`config.mk`:
```
export PLATFORM = sky130hd
export DESIGN_NAME = add_serial_ctrl
export DESIGN_NICKNAME = d
export VERILOG_FILES = /design/src/rtl/add_serial_ctrl_pkg.sv /design/src/rtl/add_serial_fifo.sv /design/src/rtl/add_serial_ctrl.sv
export SDC_FILE = /design/constraint.sdc
export NUM_CORES = 1
export LEC_CHECK = 0
export ABC_AREA = 1
export CAP_MARGIN = 20
export CELL_PAD_IN_SITES_DETAIL_PLACEMENT = 1
export CELL_PAD_IN_SITES_GLOBAL_PLACEMENT = 1
export CORE_MARGIN = 8
export CORE_UTILIZATION = 46
export DETAILED_ROUTE_END_ITERATION = 10
export PLACE_DENSITY_LB_ADDON = 0.1
export SLEW_MARGIN = 5
export SYNTH_ARGS = -nofsm -noshare
export SYNTH_HDL_FRONTEND = slang
export SYNTH_SLANG_ARGS = --single-unit
```
`constraint.sdc`:
```
create_clock -name clk -period 3 [get_ports clk]
set_input_delay 0.45 -clock clk [delete_from_list [all_inputs] [get_ports clk]]
set_output_delay 0.45 -clock clk [all_outputs]
set_load 0.02 [all_outputs]
```
`src/rtl/add_serial_ctrl_pkg.sv`:
```
// Shared definitions for the serial-adder sequencer.
// Provides the controller state encoding, default parameter values and
// a helper that sizes occupancy counters.
package add_serial_ctrl_pkg;

    // Controller states. The encoding is fixed so that waveforms stay comparable across revisions.
    typedef enum logic [1:0] {
        ST_IDLE   = 2'd0,
        ST_LAUNCH = 2'd1,
        ST_WAIT   = 2'd2,
        ST_HOLD   = 2'd3
    } ctrl_state_e;

    localparam int DEF_WIDTH   = 8;
    localparam int DEF_DEPTH   = 4;
    localparam int DEF_LATENCY = 10;

    // The wait counter must hold LATENCY-1 for LATENCY up to 255.
    localparam int WAIT_CNT_W  = 8;

    // Width needed to represent an occupancy of 0..depth inclusive.
    function automatic int count_width(input int depth);
        return $clog2(depth + 1);
    endfunction

endpackage

```
`src/rtl/add_serial_fifo.sv`:
```
// Synchronous operand FIFO.
// Ports:
//   clk, rst_n : clock and asynchronous active-low reset
//   push, din  : write request and data. Writes are ignored while the FIFO is full.
//   pop        : read request. Reads are ignored while the FIFO is empty.
//   dout       : current head entry (combinational)
//   full, empty: occupancy flags
//   count      : current occupancy
module add_serial_fifo
    import add_serial_ctrl_pkg::*;
#(
    parameter int WIDTH = 2 * DEF_WIDTH,
    parameter int DEPTH = DEF_DEPTH
) (
    input  logic                          clk,
    input  logic                          rst_n,
    input  logic                          push,
    input  logic                          pop,
    input  logic [WIDTH-1:0]              din,
    output logic [WIDTH-1:0]              dout,
    output logic                          full,
    output logic                          empty,
    output logic [count_width(DEPTH)-1:0] count
);

    localparam int PTR_W = (DEPTH > 1) ? $clog2(DEPTH) : 1;
    localparam int CNT_W = count_width(DEPTH);

    logic [WIDTH-1:0] mem_r [DEPTH];
    logic [PTR_W-1:0] wr_ptr_r;
    logic [PTR_W-1:0] rd_ptr_r;
    logic [CNT_W-1:0] count_r;
    logic             full_s;
    logic             empty_s;
    logic             push_ok_s;
    logic             pop_ok_s;

    assign full_s    = (count_r == CNT_W'(DEPTH));
    assign empty_s   = (count_r == CNT_W'(0));
    assign push_ok_s = push && !full_s;
    assign pop_ok_s  = pop && !empty_s;

    assign dout  = mem_r[rd_ptr_r];
    assign full  = full_s;
    assign empty = empty_s;
    assign count = count_r;

    // Storage array and write pointer. DEPTH is a power of two, so the pointer wraps naturally.
    always_ff @(posedge clk or negedge rst_n) begin
        if (!rst_n) begin
            for (int i = 0; i < DEPTH; i++) begin
                mem_r[i] <= '0;
            end
            wr_ptr_r <= '0;
        end else if (push_ok_s) begin
            mem_r[wr_ptr_r] <= din;
            wr_ptr_r        <= wr_ptr_r + PTR_W'(1);
        end else begin
            wr_ptr_r <= wr_ptr_r;
        end
    end

    // Read pointer advances on an accepted pop.
    always_ff @(posedge clk or negedge rst_n) begin
        if (!rst_n) begin
            rd_ptr_r <= '0;
        end else if (pop_ok_s) begin
            rd_ptr_r <= rd_ptr_r + PTR_W'(1);
        end else begin
            rd_ptr_r <= rd_ptr_r;
        end
    end

    // Occupancy counter. A simultaneous push and pop leaves it unchanged.
    always_ff @(posedge clk or negedge rst_n) begin
        if (!rst_n) begin
            count_r <= '0;
        end else begin
            case ({push_ok_s, pop_ok_s})
                2'b10:   count_r <= count_r + CNT_W'(1);
                2'b01:   count_r <= count_r - CNT_W'(1);
                default: count_r <= count_r;
            endcase
        end
    end

endmodule

```
`src/rtl/add_serial_ctrl.sv`:
```
// Sequencer for an external serial adder.
// Operand pairs are buffered in a FIFO. Each pair is launched with a
// one-cycle add_en pulse. add_out is sampled LATENCY cycles later and
// presented on a valid/ready result stream.
// Ports:
//   clk, rst_n                 : clock and asynchronous active-low reset
//   in_valid/in_ready/in_a/in_b: operand stream (in_ready = FIFO not full)
//   add_en/add_a/add_b         : registered launch interface to the adder
//   add_out                    : adder result
//   out_valid/out_ready/out_sum: result stream
//   busy                       : controller not idle
//   fifo_count                 : operand FIFO occupancy
module add_serial_ctrl
    import add_serial_ctrl_pkg::*;
#(
    parameter int WIDTH   = DEF_WIDTH,
    parameter int DEPTH   = DEF_DEPTH,
    parameter int LATENCY = DEF_LATENCY
) (
    input  logic                          clk,
    input  logic                          rst_n,
    input  logic                          in_valid,
    output logic                          in_ready,
    input  logic [WIDTH-1:0]              in_a,
    input  logic [WIDTH-1:0]              in_b,
    output logic                          add_en,
    output logic [WIDTH-1:0]              add_a,
    output logic [WIDTH-1:0]              add_b,
    input  logic [WIDTH-1:0]              add_out,
    output logic                          out_valid,
    input  logic                          out_ready,
    output logic [WIDTH-1:0]              out_sum,
    output logic                          busy,
    output logic [count_width(DEPTH)-1:0] fifo_count
);

    // The counter is loaded in LAUNCH and the sample happens on the edge
    // where it reads zero. The sample therefore lands LATENCY edges after the add_en cycle.
    localparam logic [WAIT_CNT_W-1:0] WAIT_LOAD = WAIT_CNT_W'(LATENCY - 1);

    ctrl_state_e             state_r;
    ctrl_state_e             state_nxt_s;
    logic [WAIT_CNT_W-1:0]   wait_cnt_r;
    logic                    add_en_r;
    logic [WIDTH-1:0]        add_a_r;
    logic [WIDTH-1:0]        add_b_r;
    logic                    out_valid_r;
    logic [WIDTH-1:0]        out_sum_r;

    logic                    launch_s;
    logic                    pop_s;
    logic                    capture_s;
    logic                    release_s;

    logic [2*WIDTH-1:0]      fifo_dout_s;
    logic                    fifo_full_s;
    logic                    fifo_empty_s;

    add_serial_fifo #(
        .WIDTH (2 * WIDTH),
        .DEPTH (DEPTH)
    ) u_fifo (
        .clk   (clk),
        .rst_n (rst_n),
        .push  (in_valid),
        .pop   (pop_s),
        .din   ({in_a, in_b}),
        .dout  (fifo_dout_s),
        .full  (fifo_full_s),
        .empty (fifo_empty_s),
        .count (fifo_count)
    );

    assign in_ready  = !fifo_full_s;
    assign add_en    = add_en_r;
    assign add_a     = add_a_r;
    assign add_b     = add_b_r;
    assign out_valid = out_valid_r;
    assign out_sum   = out_sum_r;
    assign busy      = (state_r != ST_IDLE);

    // Next-state logic and the one-cycle action strobes.
    always_comb begin
        state_nxt_s = state_r;
        launch_s    = 1'b0;
        pop_s       = 1'b0;
        capture_s   = 1'b0;
        release_s   = 1'b0;
        case (state_r)
            ST_IDLE: begin
                if (!fifo_empty_s) begin
                    state_nxt_s = ST_LAUNCH;
                    launch_s    = 1'b1;
                end else begin
                    state_nxt_s = ST_IDLE;
                end
            end
            ST_LAUNCH: begin
                // The head was copied into add_a/add_b on entry, so it can be dropped now.
                state_nxt_s = ST_WAIT;
                pop_s       = 1'b1;
            end
            ST_WAIT: begin
                if (wait_cnt_r == WAIT_CNT_W'(0)) begin
                    state_nxt_s = ST_HOLD;
                    capture_s   = 1'b1;
                end else begin
                    state_nxt_s = ST_WAIT;
                end
            end
            ST_HOLD: begin
                if (out_ready) begin
                    release_s = 1'b1;
                    if (!fifo_empty_s) begin
                        state_nxt_s = ST_LAUNCH;
                        launch_s    = 1'b1;
                    end else begin
                        state_nxt_s = ST_IDLE;
                    end
                end else begin
                    state_nxt_s = ST_HOLD;
                end
            end
            default: begin
                state_nxt_s = ST_IDLE;
            end
        endcase
    end

    // State register.
    always_ff @(posedge clk or negedge rst_n) begin
        if (!rst_n) begin
            state_r <= ST_IDLE;
        end else begin
            state_r <= state_nxt_s;
        end
    end

    // Launch interface. The operands are registered on the edge into LAUNCH and held until the next launch.
    always_ff @(posedge clk or negedge rst_n) begin
        if (!rst_n) begin
            add_en_r <= 1'b0;
            add_a_r  <= '0;
            add_b_r  <= '0;
        end else if (launch_s) begin
            add_en_r <= 1'b1;
            add_a_r  <= fifo_dout_s[2*WIDTH-1:WIDTH];
            add_b_r  <= fifo_dout_s[WIDTH-1:0];
        end else begin
            add_en_r <= 1'b0;
            add_a_r  <= add_a_r;
            add_b_r  <= add_b_r;
        end
    end

    // Latency counter. It is loaded in LAUNCH and counts down to zero in WAIT.
    always_ff @(posedge clk or negedge rst_n) begin
        if (!rst_n) begin
            wait_cnt_r <= '0;
        end else if (state_r == ST_LAUNCH) begin
            wait_cnt_r <= WAIT_LOAD;
        end else if ((state_r == ST_WAIT) && (wait_cnt_r != WAIT_CNT_W'(0))) begin
            wait_cnt_r <= wait_cnt_r - WAIT_CNT_W'(1);
        end else begin
            wait_cnt_r <= wait_cnt_r;
        end
    end

    // Result register and valid flag for the output stream.
    always_ff @(posedge clk or negedge rst_n) begin
        if (!rst_n) begin
            out_valid_r <= 1'b0;
            out_sum_r   <= '0;
        end else if (capture_s) begin
            out_valid_r <= 1'b1;
            out_sum_r   <= add_out;
        end else if (release_s) begin
            out_valid_r <= 1'b0;
            out_sum_r   <= out_sum_r;
        end else begin
            out_valid_r <= out_valid_r;
            out_sum_r   <= out_sum_r;
        end
    end

endmodule
```
# Word-level counts from Yosys, hierarchy flattened
# Index checks and enable logic that the tools add are counted.
[classes] add_sub_neg=5 n_lt_le_gt_ge=3 n_eq_ne=6 n_mux=24 n_bitwise=2 reduce_logical=14
[op_table] cell="$bwmux W64" n=1
[op_table] cell="$mux W16" n=3
[op_table] cell="$bmux W16 S2" n=1
[op_table] cell="$demux W16 S2" n=1
[op_table] cell="$mux W8" n=2
[op_table] cell="$mux W1" n=12
[op_table] cell="$logic_not A8 Y1" n=1
[op_table] cell="$pmux W2 S4" n=1
[op_table] cell="$reduce_bool A2 Y1" n=4
[op_table] cell="$reduce_bool A8 Y1" n=1
[op_table] cell="$sub A8 B1 Y8 const B" n=1
[op_table] cell="$eq A2 B2 Y1 const B" n=3
[op_table] cell="$ge A3 B3 Y1 const B" n=2
[op_table] cell="$not A2 Y3" n=2
[op_table] cell="$pmux W3 S2" n=1
[op_table] cell="$add A2 B1 Y2 const B" n=2
[op_table] cell="$eq A2 B1 Y1 const B" n=2
[op_table] cell="$logic_and A1 B1 Y1" n=4
[op_table] cell="$add A3 B1 Y3 const B" n=1
[op_table] cell="$eq A3 B3 Y1 const B" n=1
[op_table] cell="$logic_not A3 Y1" n=1
[op_table] cell="$lt A3 B1 Y1 const B" n=1
[op_table] cell="$sub A3 B1 Y3 const B" n=1
[op_table] cell="$logic_not A1 Y1" n=2
[op_table] cell="other kinds (3)" n=3
[totals] regBits=107 in_bits=28 output_inout_bits=31 elab_cells=68

# Depth between registers and ports, before layout
# Gate-level depths: netlist (run 1).
[depth] word_depth=6 depth_mapped=10

# Hierarchy
# From an unflattened synthesis (run 1), not the netlist that was laid out.
[unflattened] hier_cells=645 hier_area_um2=5276.3
[by_module_without_submodules] mod="add_serial_fifo" instances=1 cells_each=448 area_each_um2=3588.4 seq_area_each_um2=1776.7
[by_module_without_submodules] mod="add_serial_ctrl" instances=1 cells_each=197 area_each_um2=1687.9 seq_area_each_um2=900.9

# Worst setup path after synthesis (run 1)
# Ideal clock, no wire load.
[synth_path] kind="register -> register" startpoint="register u_fifo.count_r[1], in the netlist u_fifo.count[1]" endpoint="register u_fifo.count_r[2], in the netlist u_fifo.count[2]" setup_ps=132 arrival_ps=1837 path_slack_ps=1031 path_stages_with_launch=10 path_buffers=0 synth_period_minus_slack_ps=1969 path_cell_list="dfrtp_1 > inv_1 > nand3_2 > nand2_4 > ha_1 > inv_1 > fa_1 > a21oi_1 > o21ai_0 > xnor2_1"
[synth_between] elab_chain_cells=5
[synth_lines] item="from (decl)" line="add_serial_fifo.sv:32" rtl="logic [CNT_W-1:0] count_r;"
[synth_lines] item="from (signal assigned)" line="add_serial_fifo.sv:80" rtl="2'b10: count_r <= count_r + CNT_W'(1);"
[synth_lines] item="from (signal assigned)" line="add_serial_fifo.sv:81" rtl="2'b01: count_r <= count_r - CNT_W'(1);"
[synth_lines] item="from (signal assigned)" line="add_serial_fifo.sv:82" rtl="default: count_r <= count_r;"
[synth_lines] item="$eq A3 B3 Y1 *" line="add_serial_fifo.sv:38" rtl="assign full_s = (count_r == CNT_W'(DEPTH));"
[synth_lines] item="$logic_not A1 Y1 *"
[synth_lines] item="net in_ready" line="add_serial_ctrl.sv:23" rtl="output logic in_ready,"
[synth_lines] item="$logic_and A1 B1 Y1 *" line="add_serial_fifo.sv:40" rtl="assign push_ok_s = push && !full_s;"
[synth_lines] item="$eq A2 B1 Y1 / $eq A2 B2 Y1 (equally long branches)" line="add_serial_fifo.sv:79" rtl="case ({push_ok_s, pop_ok_s})"
[synth_lines] item="$pmux W3 S2 / $reduce_bool A2 Y1 (equally long branches)"
# Mark *: on every way through the listed nets, which the timed path passes. The rest lies on a longest branch.
# A chain may end at the register's enable or synchronous reset.

# Worst setup path in the final report (run 1)
[layout_path] startpoint="register state_r[0]" endpoint="output busy"
[layout_between] elab_chain_cells=1
[layout_lines] item="from (decl)" line="add_serial_ctrl.sv:41" rtl="ctrl_state_e state_r;"
[layout_lines] item="from (signal assigned)" line="add_serial_ctrl.sv:135" rtl="state_r <= state_nxt_s;"
[layout_lines] item="$reduce_bool A2 Y1" line="add_serial_ctrl.sv:80" rtl="assign busy = (state_r != ST_IDLE);"
[layout_lines] item="to (decl)" line="add_serial_ctrl.sv:33" rtl="output logic busy,"
# Every way passes these cells.

==> results of run 1 <==
## path summary, 6_finish.rpt
check                           start         endpoint  cells past startpoint
max                        state_r[0]             busy                      4
min                             rst_n         add_a[7]                      1
max reg2reg                state_r[1]  u_fifo.count[2]                     10
min reg2reg                out_sum[3]       out_sum[3]                      2
max in group asynchronous       rst_n    wait_cnt_r[0]                      2
min in group clk           out_sum[3]       out_sum[3]                      2
## synthesized netlist by cell type
cell type                  count
sky130_fd_sc_hd__a21oi_1       3
sky130_fd_sc_hd__buf_2         8
sky130_fd_sc_hd__buf_4         4
sky130_fd_sc_hd__buf_6        12
sky130_fd_sc_hd__clkbuf_1      1
sky130_fd_sc_hd__clkbuf_2      2
sky130_fd_sc_hd__dfrtp_1     107
sky130_fd_sc_hd__fa_1          1
sky130_fd_sc_hd__ha_1         11
sky130_fd_sc_hd__inv_1        51
sky130_fd_sc_hd__inv_2         3
sky130_fd_sc_hd__inv_8         1
sky130_fd_sc_hd__nand2_1     122
sky130_fd_sc_hd__nand2_4       6
sky130_fd_sc_hd__nand3_1      12
sky130_fd_sc_hd__nand3_2       1
sky130_fd_sc_hd__nand4_1       6
sky130_fd_sc_hd__nor2_1       60
sky130_fd_sc_hd__nor2_2        3
sky130_fd_sc_hd__nor3_2        1
sky130_fd_sc_hd__nor3_4        1
sky130_fd_sc_hd__o21ai_0      54
sky130_fd_sc_hd__o21ai_1      74
sky130_fd_sc_hd__o21ai_2      12
sky130_fd_sc_hd__o21bai_1      1
sky130_fd_sc_hd__xnor2_1       3
sky130_fd_sc_hd__xor2_1        3
## stage by stage
step	power (W)	hold WS, ns
floorplan	0.00471	0.154
CTS	0.00674	0.104
detailed placement	0.00572	0.462
finish	0.00664	0.0861
global route	0.00722	0.138
global placement	0.00554	0.454
## power breakdown
| group | leakage, nW | internal (W) | switching [W] | total, W |
|---|---|---|---|---|
| clock | 0.108 | 0.000493 | 0.000506 | 0.000999 |
| combinational | 1.31 | 0.00119 | 0.00189 | 0.00307 |
| sequential | 1.33 | 0.00211 | 0.000450 | 0.00256 |
| total | 2.75 | 0.00379 | 0.00285 | 0.00664 |
## routing by layer
layer	vias to the layer above	share of wire, %	track usage [%]
met3	11	3.8	4.71
li1	1899	-	-
met5	-	0	0
met2	55	51	31.9
met1	1928	44	21.4
met4	0	1.3	5.85
## cell type report
| class | instances | area, sq um | share of cell area [%] |
|---|---|---|---|
| Sequential cell | 107 | 2680 | 46.2 |
| Multi-Input combinational cell | 374 | 1880 | 32.5 |
| Timing Repair Buffer | 62 | 621 | 10.7 |
| Inverter | 55 | 214 | 3.69 |
| Tap cell | 140 | 175 | 3.02 |
| Clock buffer | 10 | 138 | 2.37 |
| Clock inverter | 6 | 88.8 | 1.53 |
## cell families after synthesis
kind of cell,after synthesis
buffers and inverters,82
DFF,107
and+or+nand+nor,212
xor gates and xnor gates,6
AOI/OAI and AO/OA,144
adders and majority gates,12
## worst max-delay path: stages, from the launching register on
cell	delay, ns
sky130_fd_sc_hd__dfrtp_1	0.39
sky130_fd_sc_hd__inv_1	0.10
sky130_fd_sc_hd__ha_1	0.22
sky130_fd_sc_hd__inv_1	0.06
sky130_fd_sc_hd__clkdlybuf4s50_1	0.60
## registers in the layout, summed over array words and instances (netlist names), 2 cells and up
name	flops
u_fifo.wr_ptr_r	2
add_a	8
state_r	2
wait_cnt_r	8
add_b	8
u_fifo.rd_ptr_r	2
u_fifo.count	3
u_fifo.mem_r	64
out_sum	8
==> impl_results.rst, run 1 <==
.. list-table::
   :header-rows: 1

   * - Metric
     - Value
   * - Run status
     - finished, final reports clean
   * - Worst-path maximum fanout
     - 4
   * - Share of post-route cells with drive strength above 1
     - 7.98%
   * - Synthesized flop and latch total
     - 107
   * - Final max-slew violation count
     - 0
   * - Kind of end point of the critical path
     - primary output
   * - Worst Setup Slack, final
     - 0.793 ns
   * - First-pass detailed-route iteration total
     - 4
   * - Final cell count without fillers
     - 754
   * - Final Hold Viols
     - 0
   * - Util after Layout
     - 54.2%
   * - Final Net Count
     - 649
   * - FF-to-FF setup slack
     - 0.95 ns
   * - Antenna Violating Nets Remaining
     - 0
   * - Power density over the cells
     - 1150 nW/um^2
   * - Via count of the first global-routing pass
     - 4169
   * - Most common library cell in the layout ignoring fill and taps
     - sky130_fd_sc_hd__nand2_1
   * - Post-placement setup slack
     - 0.816 ns
   * - Detailed placement HPWL
     - 8400 um
   * - Leftover overflow at the end of global routing
     - 0
   * - Wire length of the first global-routing pass
     - 21200 um
   * - Max-slew headroom
     - 39.3%
   * - Die Footprint
     - 14400 sq um
   * - Post-detailed-route DRC marker count
     - 0
   * - Post-synthesis sequential area ratio
     - 53.6%
   * - Mean instance size in the synthesized netlist
     - 8.87 sq um
   * - Final worst path period share
     - 73.6%
   * - Count of input and output buffers
     - 58
   * - Initial antenna violation count
     - 0
   * - Area added between synthesis and finish
     - 16.1%
   * - Setup repair after global routing missed its margin
     - false
   * - Final worst clock skew
     - 0.0133 ns
   * - Maximum number of pins on one net before global-route repair
     - 58
   * - Post-synthesis net count
     - 603
   * - Library cell occupying the most area in the post-synthesis netlist
     - sky130_fd_sc_hd__dfrtp_1
   * - Filler cells
     - 1269
   * - Maximum buffer depth of the clock tree
     - 2
   * - Post-CTS Hold Fix Bufs
     - 0
   * - Biggest area contributors in the synthesized netlist
     - sky130_fd_sc_hd__dfrtp_1, sky130_fd_sc_hd__nand2_1, sky130_fd_sc_hd__o21ai_1, sky130_fd_sc_hd__o21ai_0, sky130_fd_sc_hd__nor2_1
   * - # rows
     - 38
   * - Data arrival time of the critical path
     - 1.76 ns
   * - # placed instances
     - 738
   * - Die extent in x
     - 120 um
   * - Kind of launch point of the worst setup path
     - flop
   * - Most frequent cells in the layout
     - sky130_fd_sc_hd__nand2_1, sky130_fd_sc_hd__dfrtp_1, sky130_fd_sc_hd__o21ai_1
   * - Total track usage
     - 18.2%
   * - Clock tree from TritonCTS
     - yes
   * - Post-cts gate resize count
     - 0
   * - Top cell type's share of synthesized area
     - 53.6%
   * - Overall die height
     - 120 um
   * - Class of the most critical hold timing path
     - in -> async
   * - Transition time at the pin with the least slew margin
     - 0.911 ns
   * - Cell area after placement
     - 5570 sq um
   * - Post-synthesis xor/xnor area fraction
     - 1.05%
   * - Post-route setup TNS
     - 0 ns
   * - Final GP Congestion
     - 0.813
   * - Clock input transition at the sequential cells of the worst setup and hold paths
     - 0.11 ns
   * - Number of I/O pins
     - 59
   * - Clock root buffer
     - sky130_fd_sc_hd__clkbuf_8
   * - Total CTS buffers
     - 9
   * - Share of the synthesized area in compound gates (AO/OA/AOI/OAI)
     - 15.4%
   * - VDD IR-drop max
     - 0.559 mV
   * - Combined area of all synthesized cells
     - 4990 sq um
   * - Combinational family with the most area after synthesis
     - simple AND/OR/NAND/NOR gates
   * - Adder and majority gate portion of the synthesized area
     - 3.16%
   * - Number of distinct standard cells referenced by the synthesized netlist
     - 27
   * - Peak clock frequency supported by timing
     - 453 MHz
   * - Number of buffers added for setup after CTS
     - 0
   * - Yosys warnings
     - 0
   * - Gate count after technology mapping
     - 563
   * - Vias after detailed routing
     - 3893
   * - Clock insertion delay at the later pin of the skew report
     - 0.39 ns
   * - Tmin final
     - 2.21 ns
   * - Average vias per placed instance
     - 5.16
   * - Count of inserted antenna diode cells
     - 0
   * - Fraction of the mapped netlist area in simple logic gates
     - 18.1%
   * - Data required time at the worst endpoint
     - 2.55 ns
   * - LEAKAGE
     - 2.75 nW
   * - Core Area
     - 10700 sq um
   * - Number of DRC violations after detailed-routing iteration 0
     - 200
   * - Mux cell area share after synthesis
     - 0%
   * - Total Routed Length
     - 12300 um
   * - Num Clock Sinks
     - 107
   * - Setup violation total in the final timing report
     - 0
   * - Type of the setup path with the least slack
     - reg -> out
   * - Per-cell routed wire length
     - 16.3 um
   * - Count of max-cap constraint violations
     - 0
   * - Initial Utilization
     - 46.7%
   * - Final design instance area without fill
     - 5800 sq um
   * - H-Tree Depth
     - 3
Note: power is estimated with default switching activity, not from simulation.
==> run 2, diff against run 1 <==
- CORE_UTILIZATION: 46 -> 38
- clock period: 3 -> 1.9 ns (I/O delays scaled with it)
==> impl_results.rst, run 2 (synthesis gave the netlist of run 1 again) <==
.. list-table::
   :header-rows: 1

   * - Metric
     - Value
   * - Class of the most critical hold timing path
     - in -> async
   * - Die Footprint
     - 17100 sq um (+18%)
   * - Total CTS buffers
     - 9 (unchanged)
   * - Per-cell routed wire length
     - 15.9 um (-2.3%)
   * - Clock input transition at the sequential cells of the worst setup and hold paths
     - 0.07 ns (-0.04 ns)
   * - Most frequent cells in the layout
     - sky130_fd_sc_hd__nand2_1, sky130_fd_sc_hd__dfrtp_1, sky130_fd_sc_hd__o21ai_1
   * - Final cell count without fillers
     - 809 (+7.3%)
   * - Number of I/O pins
     - 59 (unchanged)
   * - Data arrival time of the critical path
     - 1.50 ns (-0.26 ns)
   * - Number of flip-flops in the largest register
     - 64 (unchanged)
   * - Maximum number of pins on one net before global-route repair
     - 42 (-28%)
   * - Worst Setup Slack, final
     - 0.112 ns (-0.681 ns)
   * - Count of inserted antenna diode cells
     - 0 (unchanged)
   * - Crit path largest cell delay
     - 0.42 ns (-0.18 ns)
   * - Area added between synthesis and finish
     - 24.5%
   * - VDD IR-drop max
     - 0.951 mV (+70%)
   * - # placed instances
     - 790 (+7.0%)
   * - Register bank with the most flops
     - u_fifo.mem_r
   * - Average vias per placed instance
     - 4.92 (-4.7%)
   * - Overall die height
     - 131 um (+8.7%)
   * - # rows
     - 42 (+11%)
   * - Final Hold Viols
     - 0 (unchanged)
   * - Clock insertion delay at the later pin of the skew report
     - 0.35 ns (-0.04 ns)
   * - Maximum buffer depth of the clock tree
     - 2 (unchanged)
   * - Count of max-cap constraint violations
     - 0 (unchanged)
   * - Initial Utilization
     - 38.3% (-8.4 points)
   * - H-Tree Depth
     - 3 (unchanged)
   * - Clock root buffer
     - sky130_fd_sc_hd__clkbuf_16
   * - First-pass detailed-route iteration total
     - 4 (unchanged)
   * - Most common library cell in the layout ignoring fill and taps
     - sky130_fd_sc_hd__nand2_1
   * - Post-placement setup slack
     - -0.114 ns (-0.930 ns)
   * - Number of buffers and inverters on the critical path
     - 3 (unchanged)
   * - Via count of the first global-routing pass
     - 4343 (+4.2%)
   * - Clock tree from TritonCTS
     - yes
   * - Vias after detailed routing
     - 3982 (+2.3%)
   * - Final Net Count
     - 668 (+2.9%)
   * - Peak clock frequency supported by timing
     - 559 MHz
   * - Core Area
     - 13000 sq um (+22%)
   * - Count of input and output buffers
     - 58 (unchanged)
   * - Num Clock Sinks
     - 107 (unchanged)
   * - Max-slew headroom
     - 67.0% (+28 points)
   * - Total Routed Length
     - 12900 um (+4.8%)
   * - Slowest-stage cell, CP
     - sky130_fd_sc_hd__dfrtp_1
   * - Final worst path period share
     - 94.1%
   * - Final GP Congestion
     - 0.742 (-8.7%)
   * - Transition time at the pin with the least slew margin
     - 0.495 ns (-0.416 ns)
   * - Data required time at the worst endpoint
     - 1.62 ns (-0.93 ns)
   * - Initial antenna violation count
     - 0 (unchanged)
   * - Detailed placement HPWL
     - 8930 um (+6.3%)
   * - Power density over the cells
     - 1890 nW/um^2 (+65%)
   * - Share of post-route cells with drive strength above 1
     - 12.0% (+4.0 points)
   * - Wire length of the first global-routing pass
     - 21900 um (+3.6%)
   * - Type of the setup path with the least slack
     - reg -> out
   * - Number of DRC violations after detailed-routing iteration 0
     - 232 (+16%)
   * - Cell-by-cell listing of the critical path
     - inv_1, ha_1, inv_1, dlygate4sd2_1
   * - Final worst clock skew
     - 0.00928 ns (-0.00406 ns)
   * - Setup violation total in the final timing report
     - 0 (unchanged)
   * - Final max-slew violation count
     - 0 (unchanged)
   * - Run status
     - finished, final reports clean
   * - Die extent in x
     - 131 um (+8.7%)
   * - LEAKAGE
     - 2.93 nW (+6.5%)
   * - Most frequent CP cell
     - sky130_fd_sc_hd__inv_1
   * - Worst-path maximum fanout
     - 4 (unchanged)
   * - Leftover overflow at the end of global routing
     - 0 (unchanged)
   * - Tmin final
     - 1.79 ns
   * - Antenna Violating Nets Remaining
     - 0 (unchanged)
   * - Post-detailed-route DRC marker count
     - 0 (unchanged)
   * - Kind of end point of the critical path
     - primary output
   * - Cell class contributing the biggest share of worst-path delay
     - buffers and inverters
   * - Kind of launch point of the worst setup path
     - flop
   * - Total track usage
     - 16.6% (-1.6 points)
run 2: changes by cell type in the layout (fill, tap and decap cells not counted), sizes merged:
cell / delta
bufinv: +2
clkinv: -2
clkbuf: +2
clkinvlp: -2
clkdlybuf4s50: -2
dlygate4sd2: +2
buf: +18
dlygate4sd3: +1
run 2: metal layers:
layer	up-vias	track usage [%]	part of all wire, %
met2	61	28.8	51
met1	1979	19.5	44
li1	1934	-	-
met4	0	4.66	1.2
met3	8	4.83	4.3
met5	-	0	0
run 2: power by group:
| group | switching, W | total (W) | internal [W] | leakage, nW |
|---|---|---|---|---|
| registers | 0.000670 | 0.00402 | 0.00335 | 1.33 |
| logic | 0.00319 | 0.00539 | 0.00220 | 1.41 |
| clock network | 0.000828 | 0.00232 | 0.00149 | 0.183 |
| total | 0.00469 | 0.0117 | 0.00705 | 2.93 |
run 2: per-stage QoR:
| stage | instance area [sq um] | TNS (ns) | util [%] | power (W) | hold slack (ns) |
|---|---|---|---|---|---|
| final | 6220 | 0 | 47.7 | 0.0117 | 0.446 |
| after global routing | 6220 | -0.000725 | 47.7 | 0.0127 | 0.482 |
| after CTS | 6190 | 0 | 47.5 | 0.0119 | 0.454 |
| after detailed placement | 5790 | -0.114 | 44.5 | 0.00949 | 0.291 |
| after global placement | 5790 | 0 | 44.5 | 0.00923 | 0.277 |
| after floorplan | 5000 | 0 | - | 0.00746 | -0.0106 |
run 2: final cells by class:
cell class	count	area [sq um]
timing repair buffer	81	813
sequential	107	2680
tap	176	220
fill	1564	6820
multi-input combinational	374	1910
clock inverter	4	120
clock buffer	12	256
inverter	55	214
run 2: worst reg2reg max path, cell delays in order (launching register included):
cell and delay, ns:
sky130_fd_sc_hd__dfrtp_1 0.40, sky130_fd_sc_hd__inv_2 0.08, sky130_fd_sc_hd__ha_4 0.13, sky130_fd_sc_hd__nand2_2 0.06, sky130_fd_sc_hd__inv_2 0.06, sky130_fd_sc_hd__ha_2 0.17
sky130_fd_sc_hd__inv_2 0.05, sky130_fd_sc_hd__fa_2 0.36, sky130_fd_sc_hd__a21oi_2 0.15, sky130_fd_sc_hd__o21ai_1 0.08, sky130_fd_sc_hd__xnor2_1 0.13
run 2: worst paths after layout:
kind / cells past startpoint / end / start / slack, ns
setup / recovery: 4 / busy / state_r[0] / 0.11
hold / removal: 2 / add_b[4] / rst_n / 0.45
setup reg to reg: 10 / u_fifo.count[2] / state_r[1] / 0.12
hold reg to reg: 2 / out_sum[7] / out_sum[7] / 0.48
max in group asynchronous: 3 / u_fifo.count[0] / rst_n / 0.87
min in group clk: 2 / out_sum[7] / out_sum[7] / 0.48
run 2: timing repair:
| action | 4_1_cts | 5_1_grt |
|---|---|---|
| hold buffers | 1 | 0 |
| resized for setup | 8 | 4 |
| buffers inserted | 0 | 2 |
| pin swaps | 2 | 3 |
| endpoints found under the setup margin | 3 | 2 |
| hold endpoints to repair | 32 | 0 |
| gates cloned | 0 | 0 |
